### config.mk
export PLATFORM = sky130hd
export DESIGN_NAME = door_ctrl
export DESIGN_NICKNAME = d
export VERILOG_FILES = /design/src/rtl/door_pkg.sv /design/src/rtl/door_timer.sv /design/src/rtl/door_ctrl.sv
export SDC_FILE = /design/constraint.sdc
export NUM_CORES = 1
export LEC_CHECK = 0
export CAP_MARGIN = 5
export CORE_AREA = 2 2 39 41
export DETAILED_ROUTE_END_ITERATION = 10
export DIE_AREA = 0 0 41 43
export PLACE_DENSITY = 0.79
export SYNTH_ARGS = -nofsm -noshare
export SYNTH_HDL_FRONTEND = slang
export SYNTH_SLANG_ARGS = --single-unit
export TNS_END_PERCENT = 1
### constraint.sdc
create_clock -name clk -period 2.9 [get_ports clk]
set_input_delay 0.29 -clock clk [delete_from_list [all_inputs] [get_ports clk]]
set_output_delay 0.29 -clock clk [all_outputs]
set_load 0.03 [all_outputs]
### src/rtl/door_pkg.sv
// door_pkg: shared definitions for the elevator car door controller.
//   door_state_t : FSM state encoding (CLOSED, OPENING, OPEN, CLOSING)
//   FLOOR_*      : floor codes reported on door_ctrl.floor
//   max3         : helper used to size the shared dwell counter
package door_pkg;

    typedef enum logic [1:0] {
        CLOSED  = 2'd0,
        OPENING = 2'd1,
        OPEN    = 2'd2,
        CLOSING = 2'd3
    } door_state_t;

    localparam logic [1:0] FLOOR_NONE = 2'd0;
    localparam logic [1:0] FLOOR_1    = 2'd1;
    localparam logic [1:0] FLOOR_2    = 2'd2;
    localparam logic [1:0] FLOOR_3    = 2'd3;

    function automatic int max3(input int a, input int b, input int c);
        int m;
        m = (a > b) ? a : b;
        return (m > c) ? m : c;
    endfunction

endpackage

### src/rtl/door_timer.sv
// door_timer: loadable down-counter shared by all timed door states.
//   clk      : system clock
//   rst      : synchronous active-high reset, clears the count
//   load     : load load_val (has priority over dec)
//   load_val : value to load
//   dec      : decrement by one; holds at zero
//   value    : current count
//   zero     : count == 0
module door_timer
    import door_pkg::*;
#(
    parameter int W = 3
) (
    input  logic         clk,
    input  logic         rst,
    input  logic         load,
    input  logic [W-1:0] load_val,
    input  logic         dec,
    output logic [W-1:0] value,
    output logic         zero
);

    logic [W-1:0] cnt;

    always_ff @(posedge clk) begin
        if (rst) begin
            cnt <= '0;
        end else if (load) begin
            cnt <= load_val;
        end else if (dec && (cnt != '0)) begin
            cnt <= cnt - 1'b1;
        end
    end

    assign value = cnt;
    assign zero  = (cnt == '0);

endmodule

### src/rtl/door_ctrl.sv
// door_ctrl: elevator car door controller.
//   clk    : system clock, all state updates on the rising edge
//   rst    : synchronous active-high reset
//   moving : car in motion
//   f1..f3 : floor sensors
//   door   : 1 = door fully open
//   busy   : 1 whenever the door is not fully closed and idle
//   floor  : floor code latched when the door starts opening, 0 once closed
//   fault  : one-cycle flag per sample with several sensors high, or
//            with the car moving while the door is not closed
module door_ctrl
    import door_pkg::*;
#(
    parameter int OPEN_DELAY  = 2,
    parameter int HOLD_CYCLES = 4,
    parameter int CLOSE_DELAY = 2
) (
    input  logic       clk,
    input  logic       rst,
    input  logic       moving,
    input  logic       f1,
    input  logic       f2,
    input  logic       f3,
    output logic       door,
    output logic       busy,
    output logic [1:0] floor,
    output logic       fault
);

    localparam int CNT_W = $clog2(max3(OPEN_DELAY, HOLD_CYCLES, CLOSE_DELAY) + 1);

    localparam logic [CNT_W-1:0] OPEN_LOAD  = CNT_W'(OPEN_DELAY - 1);
    localparam logic [CNT_W-1:0] HOLD_LOAD  = CNT_W'(HOLD_CYCLES - 1);
    localparam logic [CNT_W-1:0] CLOSE_LOAD = CNT_W'(CLOSE_DELAY - 1);

    door_state_t      state, state_d;
    logic             tmr_load, tmr_dec, tmr_zero;
    logic [CNT_W-1:0] tmr_val, tmr_value;
    logic [1:0]       floor_d, sensor_code;
    logic             door_d, busy_d, fault_d;
    logic             multi, sensors_ok, at_floor;

    // Sensor decode
    assign multi       = (f1 & f2) | (f1 & f3) | (f2 & f3);
    assign sensors_ok  = (f1 ^ f2 ^ f3) & ~multi;
    assign at_floor    = ~moving & sensors_ok;
    assign sensor_code = f1 ? FLOOR_1 : (f2 ? FLOOR_2 : (f3 ? FLOOR_3 : FLOOR_NONE));

    door_timer #(.W(CNT_W)) u_timer (
        .clk      (clk),
        .rst      (rst),
        .load     (tmr_load),
        .load_val (tmr_val),
        .dec      (tmr_dec),
        .value    (tmr_value),
        .zero     (tmr_zero)
    );

    // State and output registers. Outputs are registered from the next
    // state so door/busy track the state register without an extra cycle.
    always_ff @(posedge clk) begin
        if (rst) begin
            state <= CLOSED;
            door  <= 1'b0;
            busy  <= 1'b0;
            floor <= FLOOR_NONE;
            fault <= 1'b0;
        end else begin
            state <= state_d;
            door  <= door_d;
            busy  <= busy_d;
            floor <= floor_d;
            fault <= fault_d;
        end
    end

    // Next-state, timer control and floor latch
    always_comb begin
        state_d  = state;
        tmr_load = 1'b0;
        tmr_val  = '0;
        tmr_dec  = 1'b0;
        floor_d  = floor;
        unique case (state)
            CLOSED: begin
                if (at_floor) begin
                    state_d  = OPENING;
                    tmr_load = 1'b1;
                    tmr_val  = OPEN_LOAD;
                    floor_d  = sensor_code;
                end
            end
            OPENING: begin
                if (!at_floor) begin
                    state_d  = CLOSING;
                    tmr_load = 1'b1;
                    tmr_val  = CLOSE_LOAD;
                end else if (tmr_zero) begin
                    state_d  = OPEN;
                    tmr_load = 1'b1;
                    tmr_val  = HOLD_LOAD;
                end else begin
                    tmr_dec = 1'b1;
                end
            end
            OPEN: begin
                // Motion overrides the minimum hold.
                if (moving) begin
                    state_d  = CLOSING;
                    tmr_load = 1'b1;
                    tmr_val  = CLOSE_LOAD;
                end else if (!tmr_zero) begin
                    tmr_dec = 1'b1;
                end else if (!at_floor) begin
                    state_d  = CLOSING;
                    tmr_load = 1'b1;
                    tmr_val  = CLOSE_LOAD;
                end
            end
            CLOSING: begin
                // A reopen request wins over counter expiry.
                if (at_floor) begin
                    state_d  = OPENING;
                    tmr_load = 1'b1;
                    tmr_val  = OPEN_LOAD;
                    floor_d  = sensor_code;
                end else if (tmr_zero) begin
                    state_d = CLOSED;
                    floor_d = FLOOR_NONE;
                end else begin
                    tmr_dec = 1'b1;
                end
            end
            default: begin
                state_d = CLOSED;
                floor_d = FLOOR_NONE;
            end
        endcase
    end

    // Output decode for the registered outputs
    always_comb begin
        door_d  = (state_d == OPEN);
        busy_d  = (state_d != CLOSED);
        fault_d = multi | (moving & (state != CLOSED));
    end

endmodule

# Yosys cells after proc, flatten, opt, wreduce, memory -nomap -nowiden
# Index checks and enable logic that the tools add are counted.
[op_classes] add_sub_neg=1 eq_ne=6 mux=37 bitwise=13 reduce_logical=10
[ops] cell="2-bit two-way mux" count=16
[ops] cell="1-bit two-way mux" count=14
[ops] cell="3-bit case mux with 3 select lines" count=1
[ops] cell="2-bit case mux with 4 select lines" count=1
[ops] cell="2-bit nonzero test" count=4
[ops] cell="1-bit bitwise AND" count=6
[ops] cell="2-bit == test (second input constant)" count=3
[ops] cell="3-bit two-way mux" count=2
[ops] cell="1-bit case mux with 3 select lines" count=2
[ops] cell="2-bit case mux with 2 select lines" count=1
[ops] cell="3-bit zero test" count=1
[ops] cell="3-bit inequality test (second input constant)" count=1
[ops] cell="1-bit OR" count=3
[ops] cell="3-bit AND reduction" count=1
[ops] cell="3-bit nonzero test" count=1
[ops] cell="3-bit by 1-bit subtractor with 3-bit output (second input constant)" count=1
[ops] cell="2-bit by 1-bit == test with 1-bit output (second input constant)" count=1
[ops] cell="2-bit zero test" count=1
[ops] cell="2-bit inequality test (second input constant)" count=1
[ops] cell="1-bit inverter" count=2
[ops] cell="2-bit OR reduction" count=1
[ops] cell="1-bit XOR" count=2
[ops] cell="1-bit logical AND" count=1
[totals] regBits=10 output_inout_bits=5 wordCells=73

# Depth between registers and ports, before layout
# Gate-level depths: netlist of the first run.
[depth] word_depth=11 depth_mapped=8 ltp_nobuf=7

# Hierarchy
# Synthesis of the first run repeated with hierarchy kept, for this count alone.
[unflattened] hier_cells=86 hier_area_um2=711.9
[modules_own_cells] module="door_ctrl" n_inst=1 cells_each=65 area_per_inst_um2=529.3 seq_area_each_um2=140.1
[modules_own_cells] module="door_timer" n_inst=1 cells_each=21 area_per_inst_um2=182.7 seq_area_each_um2=60.1

# Worst setup path after synthesis of the first run
# Ideal clock, no wire load.
[synth_path] kind="input-to-reg" startpoint="input f1" endpoint="register u_timer.cnt[1] (netlist: u_timer.value[1])" setup_time_ns=0.103 arrival_ns=1.942 required_time_ns=2.797 setup_slack_ns=0.854 path_stages=7 n_path_buf=0 path_cell_list="inv_1 -> fa_1 -> nand2b_2 -> xnor2_1 -> or3_1 -> and2_1 -> a2111oi_2"
[synth_between] elab_chain_cells=11
[synth_lines] element="start, declared" line_no="door_ctrl.sv:21" source="input logic f1,"
[synth_lines] element="1-bit bitwise AND" line_no="door_ctrl.sv:44" source="assign multi = (f1 & f2) | (f1 & f3) | (f2 & f3);"
[synth_lines] element="1-bit OR (2 in series)" line_no="door_ctrl.sv:44"
[synth_lines] element="1-bit inverter" line_no="door_ctrl.sv:45" source="assign sensors_ok = (f1 ^ f2 ^ f3) & ~multi;"
[synth_lines] element="1-bit bitwise AND *" line_no="door_ctrl.sv:45"
[synth_lines] element="1-bit bitwise AND *" line_no="door_ctrl.sv:46" source="assign at_floor = ~moving & sensors_ok;"
[synth_lines] element="1-bit two-way mux" line_no="door_ctrl.sv:114" source="end else if (!at_floor) begin"
[synth_lines] element="1-bit two-way mux" line_no="door_ctrl.sv:112" source="end else if (!tmr_zero) begin"
[synth_lines] element="1-bit two-way mux" line_no="door_ctrl.sv:108" source="if (moving) begin"
[synth_lines] element="1-bit case mux with 3 select lines" line_no="door_ctrl.sv:84" source="unique case (state)"
[synth_lines] element="3-bit two-way mux / 2-bit nonzero test (equally long branches)"
[synth_lines] element="end signal, assigned" line_no="door_timer.sv:29" source="cnt <= load_val;"
[synth_lines] element="end signal, assigned" line_no="door_timer.sv:31" source="cnt <= cnt - 1'b1;"
[synth_lines] element="end, declared" line_no="door_timer.sv:23" source="logic [W-1:0] cnt;"
# Mark *: on every way between the ends. The rest lies on a longest branch, timed or not. The select of a mux whose other input is x is not followed.
# A chain may end at the register's enable or synchronous reset.

# Worst setup path in the final report of the first run
# Ends and elaborated chain as after synthesis.

==> results.sh, run 1 <==
export IMPL_rr_worst_depth=7
export IMPL_fill_cells=134
export IMPL_worstSetupPathDepth=8
export IMPL_row_count=14
export IMPL_use_met2_pct=31.87
export IMPL_path_max_fanout=4
export IMPL_syn_cell_area_sq_um=706.9
export IMPL_slowest_stage="fa_1"
export IMPL_critPathCapture="u_timer.value[1]"
export IMPL_cts_resized=0
export IMPL_start_kind="input pin"
export IMPL_rsz0062_at_grt="no"
export IMPL_layout_nets=114
export IMPL_yosysTopAreaCellShare_pct=28.32
export IMPL_wl_per_cell_um=12.46
export IMPL_crit_type="input pin to register"
export IMPL_worstPathCellList="clkdlybuf4s50_1 > inv_1 > fa_1 > nand2b_2 > xnor2_1 > or3_1 > and2_1 > a2111oi_2"
export IMPL_skew_ns=0.001714
export IMPL_finalSetupTns_ns=0
export IMPL_setup_viol=0
export IMPL_grt_use_met3_pct=4.712
export IMPL_track_usage_pct=21.64
export IMPL_seq_area_sq_um=200.2
export IMPL_drt_pass1_iter_count=4
export IMPL_grt_most_used_layer="met2"
export IMPL_power_density_nw_per_um2=505.5
export IMPL_clkTransAtPathRegs_ns=0.06
export IMPL_post_cts_buffers=0
export IMPL_worst_slew_pin_slew_ns=0.5263
export IMPL_max_stage_delay_ns=0.52
export IMPL_hpwl_mm=1.113
export IMPL_yosys_warnings=0
export IMPL_numCtsBuffers=3
export IMPL_startpoint="f1"
export IMPL_clkLatencyLatePin_ns=0.27
export IMPL_grt_pass1_wl_mm=2.628
export IMPL_r2r_start="u_timer.value[1]"
export IMPL_hp_class="register to register"
export IMPL_drtIter0Drc=6
export IMPL_synthTopCellsByArea="dfxtp_1 (28%), ha_1 (11%), a21oi_1 (7.1%)"
export IMPL_grt_overflow_total=0
export IMPL_end_kind="register"
export IMPL_ys_ff_latch=10
export IMPL_drc=0
export IMPL_fin_crit_sh_pct=81.32
export IMPL_antenna_found_initial=0
export IMPL_syn_num_nets=101
export IMPL_dr_total_vias=627
export IMPL_whs_ns=0.4988
export IMPL_drv_cap=0
export IMPL_yosys_area_top_type="dfxtp_1"
export IMPL_place_area_sq_um=823.3
export IMPL_area_growth_pct=19.65
export IMPL_cts_hold_buf=0
export IMPL_vias_per_cell=5.452
export IMPL_final_area_sq_um=845.8
export IMPL_diodes=0
export IMPL_synth_cell_types=29
export IMPL_drive_gt1_share_pct=10.10
export IMPL_clockRootBuffer="clkbuf_4"
export IMPL_period_needed_ns=2.358
export IMPL_p_leak_nw=0.3292
export IMPL_hold_viol=0
export IMPL_core_area_sq_um=1384
export IMPL_portBuffers=10
export IMPL_cts_path_max_buffers=2
export IMPL_cts_sinks=10
export IMPL_relSlewSlack_pct=64.84
export IMPL_multi_input_area_sq_um=454.2
export IMPL_worst_path_buf_inv=2
export IMPL_htreeDepth=1
export IMPL_met1_usage_pct=29.28
export IMPL_drtAntennaViolNets=0
export IMPL_arrival_ns=2.53
export IMPL_synth_cells=88
export IMPL_syn_avg_cell_area_sq_um=8.033
export IMPL_ios=11
export IMPL_routabilityCongestion=0.8861
export IMPL_seq_area_frac_synth_pct=28.32
export IMPL_vdd_ir_drop_max_mv=0.2876
export IMPL_r2r_end="u_timer.value[1]"
export IMPL_required_ns=3.07
export IMPL_start_util_pct=51.08
export IMPL_run_status="complete, no violations"
export IMPL_routed_wl_mm=1.433
export IMPL_die_w_um=41
export IMPL_grt_pass1_vias=636
export IMPL_cpLargestDelayFamily="simple AND/OR/NAND/NOR gates"
export IMPL_grt_max_degree=11
export IMPL_reg2reg_slack_ns=1.04
export IMPL_die_h_um=43
export IMPL_dieArea_sq_um=1763
export IMPL_fmax_mhz=424.0
export IMPL_cts_tree="yes"
export IMPL_drv_slew=0
==> report_power, final <==
| group | total [W] | internal, W | switching (W) |
|---|---|---|---|
| clock | 0.0000980 | 0.0000481 | 0.0000499 |
| combinational | 0.000168 | 0.0000691 | 0.0000992 |
| sequential | 0.000161 | 0.000152 | 0.00000879 |
==> worst min-delay path by stage <==
| stage | startpoint | endpoint | slack (ns) | depth (start not counted) |
|---|---|---|---|---|
| after global routing | floor[0] | floor[0] | 0.55 | 2 |
| final | floor[0] | floor[0] | 0.50 | 2 |
| after global placement | floor[0] | floor[0] | 0.49 | 2 |
| after CTS | floor[0] | floor[0] | 0.50 | 2 |
| after detailed placement | floor[0] | floor[0] | 0.49 | 2 |
| after floorplan | moving | fault | 0.44 | 2 |
==> cell usage in the layout, fill, tap and decap left out, types with 4 or more instances in the layout <==
master / instances
nand2_1: 5
clkdlybuf4s50_1: 10
nor2_1: 7
a211oi_1: 4
inv_1: 11
o21ai_0: 5
a21oi_1: 10
ha_1: 6
dfxtp_1: 10
==> per-layer routing <==
| layer | vias up | routed length [um] | share of wire (%) |
|---|---|---|---|
| met5 | - | 0 | 0 |
| met4 | 0 | 31 | 2.2 |
| met3 | 4 | 43 | 3.0 |
| met2 | 13 | 663 | 46 |
| met1 | 281 | 695 | 48 |
| li1 | 329 | - | - |
==> cells by family after synthesis <==
family	count (synthesis)	share of synthesized area (%)
buf+inv	14	7.434
compound gates	28	26.72
fa+ha+maj	7	13.45
simple gates	26	20.36
xor+xnor	3	3.717
flops	10	28.32
==> sequential cells by signal, indices dropped and copies added, names as in the netlist <==
signal	flops
busy	1
fault	1
door	1
floor	2
u_timer.value	3
state	2
==> synthesized netlist by cell type <==
library cell  number
clkbuf_1           3
xor2_1             1
dfxtp_1           10
or2_1              1
fa_1               1
nor2b_1            2
inv_1             11
o32ai_1            1
nor3_1             3
a211oi_2           1
a21oi_1           10
o211ai_1           1
or3_1              1
nand3_1            2
and2_1             1
ha_1               6
nor3b_4            1
nand2b_1           1
and2_4             1
a211oi_1           4
a31oi_1            2
a2111oi_2          1
o22ai_1            2
nand2b_2           1
nor2_1             7
xnor2_1            2
o21a_4             1
nand2_1            5
o21ai_0            5
==> tightest hold or removal path: stages, from the launching register on <==
cell,delay (ns)
dfxtp_1,0.31
nor2_1,0.09
nor3_1,0.05
==> stage by stage <==
stage / utilization (%) / setup WS [ns] / power [W] / std cells
2_1_floorplan: - / 0.8542 / 0.0002865 / 88
3_3_place_gp: 59.49 / 0.3009 / 0.0003273 / 112
3_5_place_dp: 59.49 / 0.2475 / 0.0003312 / 112
4_1_cts: 61.12 / 0.5236 / 0.0004278 / 115
5_1_grt: 61.12 / 0.3701 / 0.0004580 / 115
6_report: 61.12 / 0.5417 / 0.0004275 / 115
==> area by class of cell <==
cell class                      count  share of cell area [%]
Tap cell                           16                   2.367
Clock buffer                        3                   2.663
Timing Repair Buffer               11                   12.72
Multi-Input combinational cell     64                   53.70
Sequential cell                    10                   23.67
Inverter                           11                   4.882
Note: power is estimated with default switching activity, not from simulation.
==> run 2: changes to the inputs <==
--- a/config.mk
+++ b/config.mk
@@ -6,10 +6,10 @@
 export NUM_CORES = 1
 export LEC_CHECK = 0
 export CAP_MARGIN = 5
-export CORE_AREA = 2 2 39 41
+export CORE_MARGIN = 2
+export CORE_UTILIZATION = 51
 export DETAILED_ROUTE_END_ITERATION = 10
-export DIE_AREA = 0 0 41 43
-export PLACE_DENSITY = 0.79
+export PLACE_DENSITY = 0.76
 export SYNTH_ARGS = -nofsm -noshare
 export SYNTH_HDL_FRONTEND = slang
 export SYNTH_SLANG_ARGS = --single-unit
==> constraint.sdc (replaced) <==
create_clock -name clk -period 2.4 [get_ports clk]
set_input_delay 0.24 -clock clk [delete_from_list [all_inputs] [get_ports clk]]
set_output_delay 0.24 -clock clk [all_outputs]
set_load 0.03 [all_outputs]
==> run 2 against run 1 <==
Compared with the run above:
- worst hold slack gained 0.0094 ns
- flip-flop and latch count unchanged
- largest power group unchanged
- total power rose by 32%
- setup slack got worse by 0.42 ns
- non-clock buffer count increased by 5
- clock power is 61% higher
- die area down 3.6%
- routed wire length up 3.1%
- global-route usage down 0.21 points
- via count increased by 4.0%
- final cell count is 4.3% higher
==> results.sh, run 2 (same netlist as run 1, synthesis figures left out) <==
export IMPL_fin_crit_sh_pct=94.75
export IMPL_area_growth_pct=27.43
export IMPL_portBuffers=10
export IMPL_drv_slew=0
export IMPL_drc=0
export IMPL_htreeDepth=1
export IMPL_die_w_um=41.23
export IMPL_fin_ws_ns=0.1260
export IMPL_crit_type="input pin to register"
export IMPL_pre_cts_slack_ns=-0.1732
export IMPL_numCtsBuffers=3
export IMPL_power_density_nw_per_um2=625.1
export IMPL_hold_viol=0
export IMPL_grt_pass1_wl_mm=2.242
export IMPL_clkTransAtPathRegs_ns=0.07
export IMPL_start_util_pct=54.33
export IMPL_fill_cells=118
export IMPL_place_inst=116
export IMPL_required_ns=2.58
export IMPL_routabilityCongestion=0.9178
export IMPL_fmax_mhz=439.8
export IMPL_path_max_fanout=3
export IMPL_drtIter0Drc=14
export IMPL_p_leak_nw=0.3628
export IMPL_grt_overflow_total=0
export IMPL_grt_pass1_vias=545
export IMPL_diodes=0
export IMPL_row_count=13
export IMPL_place_area_sq_um=859.6
export IMPL_vdd_ir_drop_max_mv=0.4305
export IMPL_drive_gt1_share_pct=16.19
export IMPL_skew_ns=0.001428
export IMPL_final_area_sq_um=900.9
export IMPL_ios=11
export IMPL_run_status="complete, no violations"
export IMPL_dieArea_sq_um=1700
export IMPL_grt_max_degree=11
export IMPL_arrival_ns=2.45
export IMPL_rsz0062_at_grt="no"
export IMPL_clockRootBuffer="clkbuf_4"
export IMPL_wl_met2_um=662
export IMPL_stdcell_count=120
export IMPL_final_cell_mix="inv_1 (11), a21oi_1 (10), dfxtp_1 (10), clkdlybuf4s50_1 (10), nor2_1 (7)"
export IMPL_wl_per_cell_um=12.32
export IMPL_cts_sinks=10
export IMPL_met1Wirelength_um=698
export IMPL_relSlewSlack_pct=66.40
export IMPL_largest_register_ffs=3
export IMPL_highest_layer="met4"
export IMPL_hp_class="register to register"
export IMPL_end_kind="register"
export IMPL_routed_wl_met3_um=75
export IMPL_drv_cap=0
export IMPL_dr_total_vias=652
export IMPL_period_needed_ns=2.274
export IMPL_layout_nets=119
export IMPL_hpwl_mm=1.159
export IMPL_track_usage_pct=21.43
export IMPL_reg2reg_slack_ns=0.59
export IMPL_antenna_found_initial=0
export IMPL_vias_per_cell=5.433
export IMPL_post_cts_buffers=0
export IMPL_mostFrequentLayoutCell="inv_1"
export IMPL_routed_wl_mm=1.478
export IMPL_setup_viol=0
export IMPL_die_h_um=41.23
export IMPL_drt_pass1_iter_count=4
export IMPL_whs_ns=0.5081
export IMPL_core_area_sq_um=1301
export IMPL_clkLatencyLatePin_ns=0.27
export IMPL_cts_path_max_buffers=2
export IMPL_drtAntennaViolNets=0
export IMPL_start_kind="input pin"
export IMPL_cts_tree="yes"
export IMPL_worst_slew_pin_slew_ns=0.5029
[run 2: stage by stage]
step	util (%)	TNS (ns)	power [W]
floorplan	-	0	0.0003462
CTS	68.85	0	0.0005645
detailed placement	66.06	-0.3691	0.0004065
global placement	66.06	-0.2139	0.0004028
global route	69.23	0	0.0005991
finish	69.23	0	0.0005631
[run 2: worst max-delay path: stages]
cell and delay (ns):
clkdlybuf4s50_1 0.48, inv_1 0.06, fa_1 0.53, nand2b_2 0.23
xnor2_1 0.12, or3_4 0.34, and2_1 0.17, a2111oi_2 0.27
[run 2: worst paths after layout]
check | cells past startpoint | endpoint | from
setup / recovery | 8 | u_timer.value[1] | f3
hold / removal | 2 | floor[0] | floor[0]
setup reg to reg | 7 | u_timer.value[1] | u_timer.value[0]
hold reg to reg | 2 | floor[0] | floor[0]
[run 2: layer usage]
layer	track usage (%)	vias up
met3	6.522	4
met2	30.86	14
met5	0	-
li1	-	338
met1	26.95	296
met4	14.52	0
[run 2: final cells by class]
class | instances | area, sq um | share of cell area [%]
inverter | 11 | 41.29 | 4.583
multi-input combinational | 64 | 459.2 | 50.97
clock buffer | 4 | 36.28 | 4.028
tap | 15 | 18.77 | 2.083
timing repair buffer | 16 | 145.1 | 16.11
sequential | 10 | 200.2 | 22.22
[run 2: what timing repair did]
| action | CTS | global route |
|---|---|---|
| endpoints found under the setup margin | 0 | 1 |
| hold buffers | 0 | 0 |
| resized for setup | 0 | 1 |
[run 2: report_power, final]
| group | internal [W] | switching, W | total (W) | leakage (nW) |
|---|---|---|---|---|
| registers | 0.000184 | 0.0000105 | 0.000195 | 0.0817 |
| logic | 0.0000917 | 0.000119 | 0.000211 | 0.260 |
| clock network | 0.0000923 | 0.0000656 | 0.000158 | 0.0210 |
==> run 3: changes to the inputs <==
--- a/config.mk
+++ b/config.mk
@@ -9,7 +9,7 @@
 export CORE_MARGIN = 2
 export CORE_UTILIZATION = 51
 export DETAILED_ROUTE_END_ITERATION = 10
-export PLACE_DENSITY = 0.76
+export PLACE_DENSITY = 0.77
 export SYNTH_ARGS = -nofsm -noshare
 export SYNTH_HDL_FRONTEND = slang
 export SYNTH_SLANG_ARGS = --single-unit
==> constraint.sdc (replaced) <==
create_clock -name clk -period 2.4 [get_ports clk]
set_input_delay 0.24 -clock clk [delete_from_list [all_inputs] [get_ports clk]]
set_output_delay 0.24 -clock clk [all_outputs]
set_load 0.05 [all_outputs]
==> run 3 against run 2 <==
Compared with the run above:
- setup slack gained 0.039 ns
- core utilization is the same
- first-iteration DRC count grew 21%
- final cell count is the same
- global-route usage grew 1.7 points
- combinational power grew 7%
- largest cell class unchanged
- highest routed layer unchanged
==> results.sh, run 3 (same netlist as run 1, synthesis figures left out) <==
export IMPL_run_status="complete, no violations"
export IMPL_clockRootBuffer="clkbuf_4"
export IMPL_clkLatencyLatePin_ns=0.27
export IMPL_drv_slew=0
export IMPL_worst_slew_pin_slew_ns=0.6163
export IMPL_die_h_um=41.23
export IMPL_layout_nets=119
export IMPL_start_kind="input pin"
export IMPL_mostFrequentLayoutCell="inv_1"
export IMPL_area_growth_pct=27.43
export IMPL_crit_type="input pin to register"
export IMPL_row_count=13
export IMPL_internal_power_w=0.0003673
export IMPL_hold_viol=0
export IMPL_numCtsBuffers=3
export IMPL_drt_pass1_iter_count=4
export IMPL_path_max_fanout=4
export IMPL_relSlewSlack_pct=58.83
export IMPL_dieArea_sq_um=1700
export IMPL_highest_layer="met4"
export IMPL_cts_tree="yes"
export IMPL_final_cell_mix="inv_1 (11), a21oi_1 (10), dfxtp_1 (10), clkdlybuf4s50_1 (10), nor2_1 (7)"
export IMPL_drv_cap=0
export IMPL_fmax_mhz=447.5
export IMPL_clock_power_share_pct=26.4
export IMPL_switchingPower_w=0.0002040
export IMPL_grt_pass1_vias=607
export IMPL_clkTransAtPathRegs_ns=0.06
export IMPL_hp_class="register to register"
export IMPL_hpwl_mm=1.196
export IMPL_routed_wl_met3_um=74
export IMPL_setup_viol=0
export IMPL_power_density_nw_per_um2=634.1
export IMPL_drtAntennaViolNets=0
export IMPL_start_util_pct=54.33
export IMPL_vias_per_cell=5.533
export IMPL_portBuffers=10
export IMPL_grt_max_degree=11
export IMPL_seq_power_share_pct=34.1
export IMPL_ios=11
export IMPL_cts_hold_buf=0
export IMPL_dr_total_vias=664
export IMPL_fin_crit_sh_pct=93.11
export IMPL_drive_gt1_share_pct=15.24
export IMPL_final_core_util_pct=69.23
export IMPL_vdd_ir_drop_max_mv=0.3420
export IMPL_arrival_ns=2.41
export IMPL_final_area_sq_um=900.9
export IMPL_swShare_pct=35.70
export IMPL_routabilityCongestion=0.9225
export IMPL_largest_register_ffs=3
export IMPL_diodes=0
export IMPL_routed_wl_mm=1.532
export IMPL_core_area_sq_um=1301
export IMPL_end_kind="register"
export IMPL_rsz0062_at_grt="no"
export IMPL_htreeDepth=1
export IMPL_min_from="floor[0]"
export IMPL_track_usage_pct=23.13
export IMPL_post_cts_buffers=0
export IMPL_startpoint="f1"
export IMPL_fill_cells=119
export IMPL_p_leak_nw=0.3668
export IMPL_place_area_sq_um=859.6
export IMPL_grt_pass1_wl_mm=2.470
export IMPL_met1Wirelength_um=700
export IMPL_drc=0
export IMPL_die_w_um=41.23
export IMPL_power_total_w=0.0005713
export IMPL_period_needed_ns=2.235
export IMPL_grt_overflow_total=0
export IMPL_r2r_start="u_timer.value[0]"
export IMPL_p_comb_share_pct=39.5
export IMPL_required_ns=2.57
export IMPL_antenna_found_initial=0
export IMPL_cts_resized=0
export IMPL_wl_per_cell_um=12.77
export IMPL_cts_sinks=10
export IMPL_cts_path_max_buffers=2
export IMPL_reg2reg_slack_ns=0.48
export IMPL_drtIter0Drc=17
export IMPL_wl_met2_um=737
export IMPL_skew_ns=0.002111
-- run 3: metal layers --
metal,track usage [%],up-vias
met3,9.783,4
met1,27.36,308
met4,7.258,0
met5,0,-
met2,37.50,14
li1,-,338
-- run 3: metrics by stage --
step	setup TNS (ns)	setup WS [ns]	hold WS (ns)	cells
after CTS	0	0.1128	0.5054	120
after global routing	0	0.02602	0.5280	120
after floorplan	0	0.4042	0.3890	88
final	0	0.1654	0.4995	120
after detailed placement	-0.3311	-0.1724	0.4962	116
after global placement	-0.1595	-0.1144	0.4869	116
-- run 3: area by class of cell --
class | instances | area, sq um | area share [%]
inverters | 11 | 41.29 | 4.583
clock buffers | 4 | 36.28 | 4.028
well taps | 15 | 18.77 | 2.083
multi-input cells | 64 | 459.2 | 50.97
flip-flops and latches | 10 | 200.2 | 22.22
repair buffers | 16 | 145.1 | 16.11
-- run 3: worst paths after layout --
kind,endpoint,depth (start not counted)
setup / recovery,u_timer.value[1],8
hold / removal,floor[0],2
setup reg to reg,u_timer.value[1],7
hold reg to reg,floor[0],2
-- run 3: worst max-delay path: stages --
cell	delay (ns)
clkdlybuf4s50_1	0.47
inv_1	0.06
fa_1	0.53
nand2b_4	0.19
xnor2_1	0.12
or3_1	0.34
and2_1	0.18
a2111oi_2	0.28
-- run 3: power by group through the flow --
stage / Clock, W / Sequential (W) / Combinational, W
global placement: 0 / 0.000198 / 0.000217
floorplan: 0 / 0.000226 / 0.000133
finish: 0.000151 / 0.000195 / 0.000226
detailed placement: 0 / 0.000199 / 0.000221
CTS: 0.000158 / 0.000195 / 0.000223
global route: 0.000162 / 0.000197 / 0.000250
